**src/rtl/ip_codma_crc_engine.sv**
```systemverilog
// CRC-32 (IEEE 802.3, reflected) engine for the CODMA read path.
// Folds one 32-bit word of a latched read-data buffer per clock. The running
// accumulator persists across jobs, so a chained start continues one CRC
// stream over several bursts.
module ip_codma_crc_engine #(
    parameter int MAX_WORDS = 8
) (
    input  logic                   clk_i,
    input  logic                   reset_n_i,
    input  logic                   start_i,
    input  logic                   stop_i,
    input  logic                   chain_i,
    input  logic [3:0]             word_count_i,
    input  logic [MAX_WORDS*32-1:0] data_i,
    output logic                   busy_o,
    output logic                   crc_done_o,
    output logic [31:0]            crc_o,
    output logic                   error_o
);

    localparam int          IW       = (MAX_WORDS > 1) ? $clog2(MAX_WORDS) : 1;
    localparam logic [4:0]  MAX_CNT  = 5'(MAX_WORDS);
    localparam logic [IW-1:0] LAST_IDX = IW'(MAX_WORDS - 1);
    localparam logic [31:0] POLY     = 32'hEDB88320;
    localparam logic [31:0] SEED     = 32'hFFFFFFFF;

    typedef enum logic [1:0] {
        IDLE = 2'd0,
        CALC = 2'd1,
        DONE = 2'd2
    } state_t;

    state_t         state_q;
    state_t         state_d;
    logic [31:0]    buffer_q [MAX_WORDS];
    logic [3:0]     count_q;
    logic [IW-1:0]  idx_q;
    logic [31:0]    acc_q;

    logic           count_ok;
    logic           last_word;
    logic           accept;
    logic           reject;
    logic           abort;

    // Reflected CRC-32 update over one word. XOR-ing the whole word in and
    // shifting 32 times consumes bytes [7:0] first, each LSB first.
    function automatic logic [31:0] crc32_word(input logic [31:0] crc,
                                               input logic [31:0] data);
        logic [31:0] c;
        c = crc ^ data;
        for (int b = 0; b < 32; b++) begin
            c = c[0] ? ((c >> 1) ^ POLY) : (c >> 1);
        end
        return c;
    endfunction

    assign busy_o = (state_q == CALC) || (state_q == DONE);

    // Next-state decode; stop_i overrides everything, including start_i.
    always_comb begin
        // NOTE: every signal gets a default first so no path leaves it unassigned (no latch).
        state_d   = state_q;
        accept    = 1'b0;
        reject    = 1'b0;
        abort     = 1'b0;
        count_ok  = (word_count_i != 4'd0) && ({1'b0, word_count_i} <= MAX_CNT);
        last_word = ({1'b0, count_q} == (5'(idx_q) + 5'd1));

        if (stop_i) begin
            state_d = IDLE;
            abort   = (state_q != IDLE);
        end else begin
            case (state_q)
                IDLE: begin
                    if (start_i) begin
                        if (count_ok) begin
                            accept  = 1'b1;
                            state_d = CALC;
                        end else begin
                            reject  = 1'b1;
                        end
                    end
                end
                CALC:    if (last_word) state_d = DONE;
                DONE:    state_d = IDLE;
                default: state_d = IDLE;
            endcase
        end
    end

    // State register.
    always_ff @(posedge clk_i or negedge reset_n_i) begin
        // NOTE: sequential state uses non-blocking assignments so all flops update together.
        if (!reset_n_i) state_q <= IDLE;
        else            state_q <= state_d;
    end

    // Datapath: buffer capture, word folding, result and pulse outputs.
    always_ff @(posedge clk_i or negedge reset_n_i) begin
        if (!reset_n_i) begin
            acc_q      <= SEED;
            idx_q      <= '0;
            count_q    <= '0;
            crc_o      <= '0;
            crc_done_o <= 1'b0;
            error_o    <= 1'b0;
            // NOTE: the buffer is a small register file, and it is cleared on reset on purpose so no stale burst data survives.
            for (int k = 0; k < MAX_WORDS; k++) buffer_q[k] <= '0;
        end else begin
            crc_done_o <= (state_q == DONE) && !stop_i;
            error_o    <= reject;

            if (abort) begin
                acc_q <= SEED;
                idx_q <= '0;
            end else if (accept) begin
                for (int k = 0; k < MAX_WORDS; k++) buffer_q[k] <= data_i[k*32 +: 32];
                count_q <= word_count_i;
                acc_q   <= chain_i ? acc_q : SEED;
                idx_q   <= '0;
            end else if (state_q == CALC) begin
                acc_q <= crc32_word(acc_q, buffer_q[idx_q]);
                idx_q <= (idx_q == LAST_IDX) ? idx_q : idx_q + 1'b1;
            end

            if ((state_q == DONE) && !stop_i) crc_o <= ~acc_q;
        end
    end

endmodule
```
**config.mk**
```make
export PLATFORM = sky130hd
export DESIGN_NAME = ip_codma_crc_engine
export DESIGN_NICKNAME = d
export VERILOG_FILES = /design/src/rtl/ip_codma_crc_engine.sv
export SDC_FILE = /design/constraint.sdc
export NUM_CORES = 1
export LEC_CHECK = 0
export CORE_UTILIZATION = 50
export DETAILED_ROUTE_END_ITERATION = 12
export PLACE_DENSITY = 0.76
export SLEW_MARGIN = 20
export SYNTH_ARGS = -nofsm -noshare
export SYNTH_HDL_FRONTEND = slang
export SYNTH_SLANG_ARGS = --single-unit
export TNS_END_PERCENT = 5
```
**constraint.sdc**
```tcl
create_clock -name clk_i -period 5.2 [get_ports clk_i]
set_clock_uncertainty 0.15 [all_clocks]
set_input_delay 0.78 -clock clk_i [delete_from_list [all_inputs] [get_ports clk_i]]
set_output_delay 0.78 -clock clk_i [all_outputs]
set_load 0.01 [all_outputs]
```
[Yosys cells after proc, flatten, opt, wreduce, memory -nomap -nowiden]
Index checks and enable logic that the tools add are counted.
Word-level totals
  word-level logic and storage cells: 133
  output and inout bits: 35
  input port bits: 265
  register bits: 331
Operators by class
  equality and inequality tests: 9
  multiplexer cells: 57
  reduce and logical (&&, ||, !) cells: 12
  bitwise operators: 36
  $add $sub $neg: 2
  magnitude comparators: 2
Operator list (count)
  $mux W32: 38
  $not A13 Y14: 32
  $bmux W32 S3: 1
  $not A32 Y32: 1
  $xor A32 B32 Y32: 1
  $mux W3: 4
  $ne A3 B3 Y1 const B: 4
  $mux W1: 9
  $mux W2: 4
  $reduce_and A2 Y1: 3
  $add A3 B1 Y4 const B: 1
  $eq A4 B4 Y1: 1
  $ge A4 B4 Y1 const B: 1
  $le A4 B4 Y1 const B: 1
  $not A3 Y4: 1
  $pmux W2 S2: 1
  $reduce_bool A4 Y1: 1
  $add A3 B1 Y3 const B: 1
  $eq A3 B3 Y1 const B: 1
  $ne A3 B2 Y1 const B: 1
  $reduce_and A3 Y1: 1
  $reduce_bool A3 Y1: 1
  $eq A2 B1 Y1 const B: 1
  $eq A2 B2 Y1 const B: 1
  6 further kinds: 7

[Longest topological paths before layout]
Gate-level depths: netlist of run 1.
  depth after elaboration: 72
  gate-level depth with buffers: 16
  gate-level depth less buffers: 11

[Worst setup path after synthesis of run 1]
Ideal clock, no wire load.
  path type: register to register
  from: register idx_q[0]
  to: register acc_q[23]
  path slack: 737 ps
  required time: 4970 ps
  arrival time: 4233 ps
  stages on the path, launching flop included: 14
  path through: dfrtp_1 -> buf_4 -> buf_6 -> buf_6 -> mux4_2 -> mux2i_1 -> xnor2_1 -> xnor3_2 -> xnor2_4 -> xnor3_1 -> xnor3_2 -> xnor3_2 -> xnor3_1 -> o22a_1
On the way
  word-level cells in the longest chain between the ends: 53
  elaborated cells on any way between the ends: 69
  classes of those cells: mux (38); bitwise (31)
RTL lines
  from (decl): line 37  | logic [IW-1:0] idx_q;
  from (signal assigned): line 124  | idx_q <= (idx_q == LAST_IDX) ? idx_q : idx_q + 1'b1;
  $not A3 Y4 (not written as such) (*): line 123  | acc_q <= crc32_word(acc_q, buffer_q[idx_q]);
  $bmux W32 S3 (*): line 123
  $mux W32 (not written as such) (*) (2 in series): line 123
  $xor A32 B32 Y32 (*): line 51  | c = crc ^ data;
  $mux W32 (*): line 53  | c = c[0] ? ((c >> 1) ^ POLY) : (c >> 1);
  $not A13 Y14 (no line) / $mux W32 (equally long branches)
  $mux W32 (*): line 53
  $not A13 Y14 (no line) / $mux W32 (equally long branches)
  [... 35 more ...]
  $mux W32 (*) (2 in series): line 53
  $not A13 Y14 (no line) / $mux W32 (equally long branches)
  $mux W32 (*): line 53
  $not A13 Y14 (no line) / $mux W32 (equally long branches)
  $mux W32 (*): line 53
  $mux W32 (*): line 122  | end else if (state_q == CALC) begin
  $mux W32 (*): line 117  | end else if (accept) begin
  $mux W32 (*): line 114  | if (abort) begin
  to (signal assigned): line 120  | acc_q <= chain_i ? acc_q : SEED;
  to (signal assigned): line 123
  to (decl): line 38  | logic [31:0] acc_q;
Mark *: on every way between the ends. The rest lies on a longest branch, timed or not. The select of a mux whose other input is x is not followed.
A chain may end at the register's enable or synchronous reset.

[Worst setup path in the final report of run 1]
  from: register idx_q[1]
  to: register acc_q[2]
On the way
  word-level cells in the longest chain between the ends: 53
  elaborated cells on any way between the ends: 62
  classes of those cells: mux (38); bitwise (24)
RTL lines (line)
  $not A3 Y4 (not written as such) (*): 123
  $bmux W32 S3 (*): 123
  $mux W32 (not written as such) (*) (2 in series): 123
  $xor A32 B32 Y32 (*): 51
  $mux W32 (*) (3 in series): 53
  $not A13 Y14 (no line)
  $mux W32 (*): 53
  $not A13 Y14 (no line)
  [... 29 more ...]
  $mux W32 (*): 53
  $not A13 Y14 (no line)
  $mux W32 (*) (3 in series): 53
  $not A13 Y14 (no line)
  $mux W32 (*) (4 in series): 53
  $mux W32 (*): 122
  $mux W32 (*): 117
  $mux W32 (*): 114
Marked as above.

==> reports/qor.csv, run 1 <==
stage;metric;value;unit
timing;Period Utilization, post-route;97.76;%
placed_design;half-perimeter wire length after placement;36220;µm
setup_path;CP arrival;5400;ps
timing;Rel. slew slack;23.88;%
run_status;status;finished clean;
detailed_routing;post-route ant nets;0;
clock_tree;Post-CTS Setup Bufs;0;
global_route;vias in the first global route;11870;
timing;Slew @ Worst Pin;1142;ps
die;# IOs;300;
setup_path;Crit. End Element;flop;
die;die height;191.6;µm
die;starting density of the core;50.67;%
die;die area;36720;µm²
placed_design;gpl congestion;0.9142;
global_route;Tot GR Track Use;26.91;%
yosys;Synth Area in XOR/XNOR;20.19;%
die;# rows;69;
clock_tree;clock transition at the registers of the reported paths;70;ps
setup_path;CP Data Required Time;5510;ps
yosys;main combinational cell family by area after synthesis;multiplexers;
placed_design;Area after DPL;21740;µm²
clock_tree;Clk Latency, worst-skew pair;550;ps
die;die width;191.6;µm
timing;final setup vio count;0;
cells_and_area;share of cells above drive strength 1;32.59;%
setup_path;reg2reg end;acc_q[2];
yosys;Synth Area in Simple Gates;1.747;%
yosys;Seq/Total Area, Yosys;46.29;%
detailed_routing;vias per cell;5.412;
yosys;top_reg_cell synth;dfrtp_1;
timing;final-report max-slew violation count;0;
timing;setup TNS;0;ps
setup_path;R2R depth;13;
clock_tree;CTS Hold Bufs;0;
yosys;EDFF count, synth;0;
detailed_routing;vias;11090;
yosys;Warnings, synthesis;0;
timing;post-route minimum period;5083;ps
detailed_routing;number of DRC markers in iteration 0;464;
setup_path;CP max FO;19;
detailed_routing;final wirelength;47750;µm
clock_tree;CTS tree;done;
global_route;initial antenna violation count;13;
cells_and_area;Final #Nets;1819;
yosys;Mapped Cells;1211;
min_path;worst hold path class;in -> async;
yosys;Synth async-reset ratio;100.0;%
clock_tree;total clock sinks;331;
yosys;syn avg cell area;14.85;µm²
yosys;post-synthesis adder-cell area fraction;0.4175;%
setup_path;reg2reg setup slack;120;ps
cells_and_area;area grow syn2layout;28.17;%
clock_tree;CTS max path bufs;3;
yosys;largest cells by area after synthesis;dfrtp_1, mux2_2, xnor3_1, xnor2_1, dfstp_2;
cells_and_area;Fillers;2595;
cells_and_area;commonest non-fill, non-tap cell in the layout;clkdlybuf4s50_1;
yosys;area share of the largest cell type after synthesis;41.61;%
clock_tree;CTS HTree Levels;2;
clock_tree;# resized after CTS;0;
detailed_routing;Pre-antenna DRT Iters;4;
timing;Fmax achieved;196.7;MHz
yosys;mapped cell area;17980;µm²
timing;Hold Vio Cnt, Final;0;
global_route;largest net degree at the start of global routing;205;
yosys;Netlist cell types;49;
yosys;post-synthesis compound-gate area fraction;4.349;%
cells_and_area;commonest cells after routing, fill and taps aside;clkdlybuf4s50_1, dfrtp_1, mux2_2;
yosys;biggest area consumer among synthesized cells;dfrtp_1;
global_route;Remaining Overflow, GRT;0;
clock_tree;cts bufs inserted;38;
timing;RSZ-0062 raised after global routing;no;
placed_design;Port Buffers;299;
die;CORE AREA;35480;µm²
clock_tree;CTS root buf;clkbuf_16;
yosys;Mapped Nets;1482;
detailed_routing;wire per inst;23.30;µm
setup_path;startpoint types;flop;
yosys;multiplexer share of the synthesized area;24.95;%
setup_path;startpoint of the worst register-to-register path;idx_q[1];
yosys;#FFs+latches synth;331;
cells_and_area;Final Cell Area;23040;µm²
run;Max-Cap Viols;0;
setup_path;critical path type;reg -> reg;
detailed_routing;# DRC;0;
global_route;first-pass GRT wire length;72040;µm
==> per-layer routing <==
layer  track usage [%]  vias to the layer above  wire length [µm]
li1                  -                     5045                 -
met1             35.31                     5703             20310
met2             44.68                      271             23860
met3             5.682                       64              2527
met4             8.547                        6              1010
met5                 0                        -                43
==> cell type report <==
cell class                 count  area (µm²)  area share [%]
timing repair buffer         356        3501           15.19
tap                          461       576.8           2.503
multi-input combinational    813        9305           40.38
inverter                       8       30.03          0.1303
sequential                   331        8332           36.15
clock buffer                  57        1134           4.919
antenna                       11       27.53          0.1194
clock inverter                12       138.9          0.6027
==> through the flow <==
stage | setup WS (ps) | instances | util, % | hold slack (ps)
detailed placement | 96.12 | 1969 | 61.28 | 320.5
floorplan | 737.4 | 1211 | - | 323.3
global placement | 132.2 | 1969 | 61.28 | 310.4
global route | 40.68 | 2046 | 64.92 | 282.6
finish | 116.7 | 2049 | 64.95 | 195.9
CTS | 149.1 | 2038 | 64.86 | 223.3
==> synth_stat cells, types with 8 or more instances <==
cell / instances
xor2_1: 44
nor2_1: 23
xnor2_4: 8
o21ai_0: 34
xnor3_2: 10
mux2_2: 266
xnor2_2: 20
mux2_1: 13
xor3_1: 8
dfrtp_1: 299
clkbuf_1: 40
o22a_1: 17
xnor2_1: 99
inv_1: 8
nand2_1: 39
o22ai_1: 12
dfstp_2: 32
xnor3_1: 56
mux4_2: 32
a21oi_1: 18
a221oi_2: 8
mux2i_1: 61
==> flip-flops by register name (all words and copies together), names as in the netlist <==
name / count
state_q: 2
crc_o: 32
buffer_q: 256
crc_done_o: 1
count_q: 4
idx_q: 3
acc_q: 32
error_o: 1
==> logic make-up (layout without fill, tap and decap cells) <==
logic type                 after synthesis  after routing
muxes                                  373            373
DFF                                    331            331
xor gates and xnor gates               252            252
AOI/OAI and AO/OA                      107            107
and+or+nand+nor                         75             75
buffers and inverters                   67            433
adders and majority gates                6              6
other                                    0             11
==> how the worst max path moves through the flow <==
| stage | slack [ps] | start | to |
|---|---|---|---|
| 2_1_floorplan | 740 | idx_q[0] | acc_q[23] |
| 3_3_place_gp | 130 | idx_q[1] | acc_q[15] |
| 3_5_place_dp | 100 | idx_q[2] | acc_q[15] |
| 4_1_cts | 150 | idx_q[1] | acc_q[15] |
| 5_1_grt | 40 | idx_q[1] | acc_q[15] |
| 6_report | 120 | idx_q[1] | acc_q[2] |
==> critical path, cell delays in order (launching register included) <==
cell and delay [ps]:
dfrtp_4 620, buf_12 220, buf_4 190, mux2_2 230, o22ai_1 70, a221oi_1 710
xnor2_1 250, xnor2_1 400, xnor3_1 340, xnor3_1 500, xnor2_1 230, xnor2_1 390
xnor3_1 490, o22a_1 190
Power of run 1 is not shown: default switching activity piles up to over one toggle a cycle in this logic, so the estimate is an artifact.
==> run 2: changes to the inputs <==
- CORE_UTILIZATION: 50 -> 44
- PLACE_DENSITY: 0.76 -> 0.68
==> reports/qor.csv, run 2 (synthesized netlist as in run 1, its figures left out) <==
stage;metric;value;unit;change
setup_path;reg2reg setup slack;160;ps;was 120 ps
die;CORE AREA;40010;µm²;was 35480 µm²
placed_design;Port Buffers;299;;unchanged
timing;final setup margin;160.8;ps;was 116.7 ps
min_path;worst hold path class;in -> async;;unchanged
setup_path;CP Data Required Time;5530;ps;was 5510 ps
cells_and_area;Fillers;3325;;was 2595
run_status;status;finished clean;;unchanged
timing;Rel. slew slack;32.60;%;was 23.88%
clock_tree;total clock sinks;331;;unchanged
detailed_routing;post-route ant nets;0;;unchanged
global_route;largest net degree at the start of global routing;105;;was 205
placed_design;pre-CTS setup slack;172.8;ps;was 96.12 ps
timing;Hold Vio Cnt, Final;0;;unchanged
cells_and_area;Largest Register;buffer_q;;unchanged
cells_and_area;commonest non-fill, non-tap cell in the layout;clkdlybuf4s50_1;;unchanged
global_route;Remaining Overflow, GRT;0;;unchanged
setup_path;CP arrival;5360;ps;was 5400 ps
placed_design;half-perimeter wire length after placement;37820;µm;was 36220 µm
cells_and_area;area grow syn2layout;28.41;%;was 28.17%
detailed_routing;final wirelength;48860;µm;was 47750 µm
cells_and_area;Final #Nets;1822;;was 1819
run;Max-Cap Viols;0;;unchanged
die;# IOs;300;;unchanged
clock_tree;cts bufs inserted;38;;unchanged
timing;setup TNS;0;ps;unchanged
clock_tree;CTS max path bufs;3;;unchanged
detailed_routing;number of DRC markers in iteration 0;550;;was 464
timing;post-route minimum period;5039;ps;was 5083 ps
die;die area;41680;µm²;was 36720 µm²
clock_tree;CTS HTree Levels;2;;unchanged
global_route;initial antenna violation count;15;;was 13
timing;final-report max-slew violation count;0;;unchanged
cells_and_area;commonest cells after routing, fill and taps aside;clkdlybuf4s50_1, dfrtp_1, mux2_2;;unchanged
global_route;vias in the first global route;11950;;was 11.87k
setup_path;Crit. End Element;flop;;unchanged
placed_design;placed cells;2036;;was 1969
setup_path;critical path type;reg -> reg;;unchanged
setup_path;CP max FO;22;;was 19
detailed_routing;# DRC;0;;unchanged
timing;Period Utilization, post-route;96.91;%;was 97.76%
global_route;first-pass GRT wire length;73820;µm;was 72040 µm
setup_path;startpoint types;flop;;unchanged
die;starting density of the core;44.94;%;was 50.67%
cells_and_area;fin cells;2111;;was 2049
die;die height;204.1;µm;was 191.6 µm
timing;Slew @ Worst Pin;1007;ps;was 1142 ps
detailed_routing;vias per cell;5.262;;was 5.412
clock_tree;CTS tree;done;;unchanged
setup_path;R2R depth;13;;unchanged
cells_and_area;share of cells above drive strength 1;32.59;%;unchanged
detailed_routing;Pre-antenna DRT Iters;4;;unchanged
cells_and_area;final core utilization;57.71;%;was 64.95%
detailed_routing;vias;11110;;was 11.09k
die;die width;204.1;µm;was 191.6 µm
timing;final setup vio count;0;;unchanged
cells_and_area;area of the multi-input gates;9313;µm²;was 9305 µm²
clock_tree;clock transition at the registers of the reported paths;60;ps;was 70 ps
die;# rows;73;;was 69
detailed_routing;wire per inst;23.14;µm;was 23.30 µm
clock_tree;CTS Hold Bufs;0;;unchanged
placed_design;gpl congestion;0.9142;;unchanged
clock_tree;CTS root buf;clkbuf_16;;unchanged
clock_tree;# resized after CTS;0;;unchanged
timing;Fmax achieved;198.4;MHz;was 196.7 MHz
clock_tree;Post-CTS Setup Bufs;0;;unchanged
setup_path;reg2reg end;acc_q[18];;was acc_q[2]
setup_path;startpoint of the worst register-to-register path;idx_q[1];;unchanged
cells_and_area;largest registers;buffer_q: 256 flops, acc_q: 32 flops, crc_o: 32 flops;;unchanged
timing;RSZ-0062 raised after global routing;no;;unchanged
cells_and_area;max reg flops;256;;unchanged
clock_tree;Clk Latency, worst-skew pair;570;ps;was 550 ps
cells_and_area;register area;8332;µm²;unchanged
global_route;Tot GR Track Use;24.03;%;was 26.91%
==> run 2: cell count changes in the layout (fill, tap and decap cells not counted), sizes merged <==
cell    previous run  this run
diode             11         9
inv               12         9
buf               58        61
clkinv             5         7
clkbuf            57        55
==> run 2: area by class of cell <==
| class | count | share of cell area (%) |
|---|---|---|
| multi-input cells | 813 | 40.33 |
| flip-flops and latches | 331 | 36.09 |
| repair buffers | 359 | 15.15 |
| clock buffers | 55 | 4.742 |
| well taps | 525 | 2.845 |
| clock inverters | 11 | 0.6124 |
| inverters | 8 | 0.1301 |
| diodes | 9 | 0.09755 |
==> run 2: worst max-delay path, stage by stage, from the launching register on <==
cell	delay [ps]
dfrtp_4	640
buf_4	340
mux2_1	380
o22ai_1	240
a221oi_2	110
xnor2_1	480
buf_4	240
xnor2_1	140
xnor2_1	320
xnor3_2	440
xnor3_2	510
xor2_1	360
xnor3_1	380
o22a_1	190
==> run 2: worst max path at each step <==
stage	startpoint	endpoint	slack, ps	cells past startpoint
2_1_floorplan	idx_q[0]	acc_q[23]	740	13
3_3_place_gp	idx_q[1]	acc_q[18]	150	13
3_5_place_dp	idx_q[1]	acc_q[18]	170	13
4_1_cts	idx_q[1]	acc_q[18]	120	13
5_1_grt	idx_q[0]	acc_q[15]	30	12
6_report	idx_q[1]	acc_q[18]	160	13
==> run 2: per-layer routing <==
layer	part of all wire [%]	GRT usage [%]	vias to the layer above
li1	-	-	5049
met1	43	31.16	5692
met2	49	38.81	275
met3	6.3	6.425	80
met4	2.4	8.342	12
met5	0.16	0	-
==> run 2: per-stage QoR <==
step | area, µm² | hold WS (ps)
finish | 23090 | 116.4
global route | 23080 | 170.2
CTS | 23060 | 139.9
detailed placement | 21820 | 319.9
global placement | 21820 | 309.9
floorplan | 17980 | 323.3
Power of run 2 is left out for the same reason.
